File: src/rtl/fmap_writer.sv
`timescale 1ns/1ps
`default_nettype none
// ============================================================================
// Module   : fmap_writer
// Purpose  : Feature-map writer for the first convolution layer. Takes one
//            vector of per-channel accumulators per output pixel, applies
//            ReLU, fixed-point rescale and saturation, and writes the result
//            to port A of a banked RAM (channel i -> bank i, shared address).
//            Sequences one frame of FRAME_LEN pixels per start pulse.
// Revision : 1.0 - initial release
// ============================================================================
module fmap_writer #(
    parameter int SIZE       = 32,
    parameter int WIDTH      = 16,
    parameter int ADDRESS    = 10,
    parameter int ACC_WIDTH  = 32,
    parameter int FRAC_SHIFT = 8,
    parameter int FRAME_LEN  = 1024,
    parameter bit RELU_EN    = 1'b1
) (
    input  logic                 clk,
    input  logic                 rst,
    input  logic                 start,
    input  logic                 in_valid,
    output logic                 in_ready,
    input  logic [ACC_WIDTH-1:0] in_data [0:SIZE-1],
    output logic [SIZE-1:0]      ena,
    output logic [SIZE-1:0]      wea,
    output logic [ADDRESS-1:0]   addra   [0:SIZE-1],
    output logic [WIDTH-1:0]     dina    [0:SIZE-1],
    output logic                 busy,
    output logic                 done
);

    typedef enum logic [1:0] {
        IDLE  = 2'd0,
        WRITE = 2'd1,
        DRAIN = 2'd2,
        DONE  = 2'd3
    } state_t;

    // Index of the final pixel; the counter stops here instead of wrapping.
    localparam logic [ADDRESS-1:0] c_last = ADDRESS'(FRAME_LEN - 1);

    // Saturation bounds of a WIDTH-bit signed value, sign-extended to ACC_WIDTH.
    localparam logic signed [ACC_WIDTH-1:0] c_sat_max =
        {{(ACC_WIDTH-WIDTH+1){1'b0}}, {(WIDTH-1){1'b1}}};
    localparam logic signed [ACC_WIDTH-1:0] c_sat_min =
        {{(ACC_WIDTH-WIDTH+1){1'b1}}, {(WIDTH-1){1'b0}}};

    state_t               state_q, state_d;
    logic [ADDRESS-1:0]   cnt_q, cnt_d;
    logic                 we_q;
    logic [ADDRESS-1:0]   addr_q;
    logic [WIDTH-1:0]     dina_q [0:SIZE-1];
    logic [WIDTH-1:0]     dina_d [0:SIZE-1];
    logic                 accept;

    // Next-state, pixel counter and handshake/status outputs.
    always_comb begin
        state_d  = state_q;
        cnt_d    = cnt_q;
        in_ready = 1'b0;
        busy     = 1'b0;
        done     = 1'b0;
        accept   = 1'b0;
        case (state_q)
            IDLE: begin
                if (start) begin
                    state_d = WRITE;
                    cnt_d   = '0;
                end
            end
            WRITE: begin
                in_ready = 1'b1;
                busy     = 1'b1;
                if (in_valid) begin
                    accept = 1'b1;
                    if (cnt_q == c_last) begin
                        state_d = DRAIN;
                    end else begin
                        cnt_d = cnt_q + 1'b1;
                    end
                end
            end
            DRAIN: begin
                busy    = 1'b1;
                state_d = DONE;
            end
            DONE: begin
                done    = 1'b1;
                state_d = IDLE;
            end
            default: state_d = IDLE;
        endcase
    end

    // Per-channel activation: optional ReLU, arithmetic rescale, saturation.
    for (genvar i = 0; i < SIZE; i++) begin : g_chan
        logic signed [ACC_WIDTH-1:0] w_shifted;
        assign w_shifted = $signed(in_data[i]) >>> FRAC_SHIFT;

        // Clamp to the representable WIDTH-bit signed range, then truncate.
        always_comb begin
            dina_d[i] = w_shifted[WIDTH-1:0];
            if (RELU_EN && in_data[i][ACC_WIDTH-1]) begin
                dina_d[i] = '0;
            end else if (w_shifted > c_sat_max) begin
                dina_d[i] = c_sat_max[WIDTH-1:0];
            end else if (w_shifted < c_sat_min) begin
                dina_d[i] = c_sat_min[WIDTH-1:0];
            end
        end
    end

    // State, counter and the one-cycle-delayed RAM write port registers.
    always_ff @(posedge clk) begin
        if (rst) begin
            state_q <= IDLE;
            cnt_q   <= '0;
            we_q    <= 1'b0;
            addr_q  <= '0;
            for (int k = 0; k < SIZE; k++) begin
                dina_q[k] <= '0;
            end
        end else begin
            state_q <= state_d;
            cnt_q   <= cnt_d;
            we_q    <= accept;
            if (accept) begin
                addr_q <= cnt_q;
                for (int k = 0; k < SIZE; k++) begin
                    dina_q[k] <= dina_d[k];
                end
            end
        end
    end

    assign ena = {SIZE{we_q}};
    assign wea = {SIZE{we_q}};

    // All banks share one address; data fans out per bank.
    for (genvar i = 0; i < SIZE; i++) begin : g_port
        assign addra[i] = addr_q;
        assign dina[i]  = dina_q[i];
    end

endmodule
`default_nettype wire

File: config.mk
export PLATFORM = sky130hd
export DESIGN_NAME = fmap_writer
export DESIGN_NICKNAME = d
export VERILOG_FILES = /design/src/rtl/fmap_writer.sv
export SDC_FILE = /design/constraint.sdc
export NUM_CORES = 1
export LEC_CHECK = 0
export CAP_MARGIN = 20
export CORE_AREA = 2 2 752 754
export CTS_CLUSTER_DIAMETER = 120
export DETAILED_ROUTE_END_ITERATION = 16
export DIE_AREA = 0 0 754 756
export GPL_TIMING_DRIVEN = 1
export PLACE_DENSITY_LB_ADDON = 0.3
export SYNTH_ARGS = -nofsm -noshare
export SYNTH_HDL_FRONTEND = slang
export SYNTH_SLANG_ARGS = --single-unit
File: constraint.sdc
create_clock -name clk -period 31.9 [get_ports clk]
set_input_delay 6.38 -clock clk [delete_from_list [all_inputs] [get_ports clk]]
set_output_delay 6.38 -clock clk [all_outputs]
set_load 0.05 [all_outputs]
==> key figures <==
Run status
  – Outcome: finished clean

Power and ir drop
  – P_int: 0.00170 W
  – Net switching power: 0.00113 W
  – Static leakage: between 10 and 15 nW
  – Power per cell area: 56.7 nW/µm²
  – Worst VDD drop: 0.0461 mV
  – Sw frac: 0.400
  – Clock power share: 0.301
  – Sequential cell fraction of total power: 0.336
  – Combinational share of power: 0.364

Yosys
  – Avg Synthesized Cell Area: 14.3 µm²
  – Post-Synthesis Cells: 1682
  – Ys async rst share: 0
  – Number of flops mapped to enable cells by yosys: 512
  – Mapped cell area: 24000 µm²
  – Register area share after synthesis: 0.660
  – #FFs+latches synth: 535
  – Most used DFF post-synth: edfxtp_1
  – Syn. warnings: 0
  – Post-synthesis cell type count: 47

Timing
  – Worst slew pin tran: 1.12 ns
  – Final Slew Violations: 0
  – Final Hold Viols: 0
  – Setup TNS: 0 ns
  – Final Setup Violations: 0
  – Tcrit/Tclk final: 0.292
  – Slew margin rel.: 0.254
  – RSZ-0062 raised after global routing: false
  – F_max: 107 MHz
  – Crit path time final: approximately 9.3 ns
  – Clock skew: ~0.044 ns

Floorplan
  – Core Area: around 560000 µm²
  – DIE AREA: 570000 µm²
  – Die height: 756 µm
  – Die W: ~750 µm
  – Cell row count: 276
  – IO Pins: 1927
  – Starting density of the core: 0.0426

Worst setup path
  – Setup CP Type: flop to output port
  – WP buf/inv: 1
  – Reg2reg end: dina_q[1][127]$_SDFFCE_PP0P_
  – Stages on worst setup path: 1
  – Crit-path leading delay family: buffers and inverters
  – Critical path peak fanout: 64
  – Reg2reg start: state_q[1]$_SDFFE_PP0P_
  – CP Cell Sequence: clkdlybuf4s50_1
  – Worst reg-to-reg setup slack: 28.06 ns
  – Cells on worst reg2reg path: 6
  – Element type at the critical path end: output port
  – WP data arrival: 2.93 ns
  – Critical Path Start: we_q$_SDFF_PP0_
  – Crit path required time: 25.52 ns
  – Startpoint Class: flop
  – CP max stage cell: clkdlybuf4s50_1
  – Crit path largest cell delay: 0.99 ns

Finish
  – Share of layout cells above drive strength 1: 0.0661
  – Non-filler cells, final: ~11000
  – Final Core Density: 0.0886
  – Register Area: 15800 µm²
  – Most common cell after layout, fill and taps aside: clkdlybuf4s50_1
  – Synthesis-to-layout area growth: 108%
  – Nets@finish: 4079
  – Multi-input logic area: 5080 µm²
  – Most frequent cells in the layout: clkdlybuf4s50_1, edfxtp_1, o21a_1, clkbuf_16, nor4_1
  – Final instance area: 49900 µm²
  – Layout fillers: ~65000

Global route
  – GR Overflow Total: 0
  – Largest net degree at the start of global routing: between 100 and 150
  – Initial antenna violation count: 164
  – First-pass GRT wire length: roughly 270 mm
  – Number of global-route vias before repair: 20600
  – All-Layer GR Usage: 0.0749

Detailed routing
  – DRT antenna net count: 0
  – Vias post-DR: between 20000 and 25000
  – DRT Pass-1 Iters: 5
  – Vias per cell: 1.90
  – Total Wirelength: 224 mm
  – # DRC: 0
  – Initial DRC count: 975
  – Avg WL per Cell: 21.0 µm

Placed design
  – DP Area: 47300 µm²
  – Placed cell count: ~10000
  – Final HPWL DP: 196 mm
  – Port bufs: ~1700
  – Placer Congestion: 0.907

Clocking
  – Hold Buf Count CTS: 0
  – Clk sink count: 535
  – Root Driver: clkbuf_16
  – CTS tree: built
  – Setup Fix Bufs, Post-CTS: 0
  – Clock transition at path regs: 0.06 ns
  – # resized after CTS: 0
  – Clock H-tree levels: 3
  – Num CTS Buffers: 77
  – Clock Latency Late Sink: 0.79 ns
  – Clk buf depth: 4

Worst hold path
  – Worst min path class: flop to flop
  – Hold Startpoint: addr_q[0]$_SDFFE_PP0P_
  – Worst Hold End: addr_q[0]$_SDFFE_PP0P_
  – Hold path depth: 1

Run
  – Max Cap Viol: 0
worst register-to-register path, cell delays in order (launching register included):
cell	delay (ns)
dfxtp_1	0.34
inv_1	0.09
ha_1	0.47
a21oi_1	0.28
inv_8	0.46
buf_4	0.88
buf_4	0.88
synthesized netlist by cell type (2+ instances only):
| cell | instances | area [µm²] |
|---|---|---|
| nand3b_1 | 2 | 15.0 |
| a31oi_1 | 4 | 25.0 |
| a22o_1 | 8 | 70.1 |
| a41o_1 | 2 | 20.0 |
| ha_1 | 5 | 62.6 |
| a41oi_1 | 2 | 17.5 |
| nor2_1 | 16 | 60.1 |
| nor2_4 | 8 | 90.1 |
| inv_1 | 5 | 18.8 |
| nand3_1 | 3 | 15.0 |
| nor4_1 | 64 | 400 |
| a21oi_1 | 11 | 55.1 |
| nand4_1 | 3 | 18.8 |
| buf_6 | 4 | 45.0 |
| nor3_1 | 3 | 15.0 |
| buf_2 | 11 | 55.1 |
| nor2_2 | 10 | 62.6 |
| nand2b_1 | 4 | 25.0 |
| clkbuf_1 | 48 | 180 |
| o31ai_1 | 2 | 15.0 |
| and4_1 | 2 | 17.5 |
| nand2_1 | 39 | 146 |
| edfxtp_1 | 512 | 15400 |
| a311oi_1 | 4 | 35.0 |
| o21a_1 | 480 | 3600 |
| buf_4 | 385 | 2890 |
| dfxtp_1 | 23 | 460 |
| o21ai_1 | 3 | 15.0 |
worst max path at each step:
| stage | slack (ns) | to |
|---|---|---|
| after floorplan | 14.28 | dina_q[0][0]$_SDFFCE_PP0P_ |
| after global placement | 22.01 | dina_q[0][175]$_SDFFCE_PP0P_ |
| after detailed placement | 21.92 | dina_q[0][175]$_SDFFCE_PP0P_ |
| after CTS | 22.27 | addra[92] |
| after global routing | 22.37 | addra[92] |
| final | 22.59 | ena[8] |
flip-flops by register name (all words and copies together) (netlist names):
signal   flops
dina_q     512
state_q      2
addr_q      10
we_q         1
cnt_q       10
final cells by class:
cell class / instances / area share
repair buffers: 1703 / 0.342
flip-flops and latches: 535 / 0.318
inverters: 6 / 0.000602
diodes: 35 / 0.00176
well taps: 7506 / 0.188
multi-input cells: 723 / 0.102
clock buffers: 89 / 0.0400
clock inverters: 46 / 0.00775
routing by layer:
| layer | GRT usage | share of wire | wire (µm) | up-vias |
|---|---|---|---|---|
| met5 | 0 | 0.0031 | 693 | - |
| li1 | - | - | - | 8679 |
| met3 | 0.0524 | 0.15 | 34000 | 301 |
| met4 | 0.0166 | 0.022 | 4970 | 104 |
| met1 | 0.0861 | 0.40 | 89400 | 9759 |
| met2 | 0.113 | 0.42 | 94800 | 1360 |
power by group through the flow:
stage,combinational [W],clock [W],sequential [W]
floorplan,0.000164,0,0.00137
global placement,0.00105,0,0.000964
detailed placement,0.00105,0,0.000965
CTS,0.00105,0.000900,0.000954
global route,0.00106,0.000914,0.000961
finish,0.00103,0.000850,0.000950
stage by stage:
step                      hold slack, ns  setup WS, ns  power, W
after detailed placement           0.483         21.92   0.00201
after global routing               0.506         22.37   0.00294
after floorplan                    0.487         14.28   0.00154
after CTS                          0.498         22.27   0.00291
after global placement             0.480         22.01   0.00201
final                              0.491         22.59   0.00283
cells by family (layout without fill, tap and decap cells):
logic type,after synthesis,after routing,share of synthesized area
flops,535,535,0.660
compound gates,523,523,0.164
buf+inv,455,1844,0.134
simple gates,163,163,0.0394
fa+ha+maj,5,5,0.00261
other cells,1,67,0.000156
(Power assumes the default switching activity.)
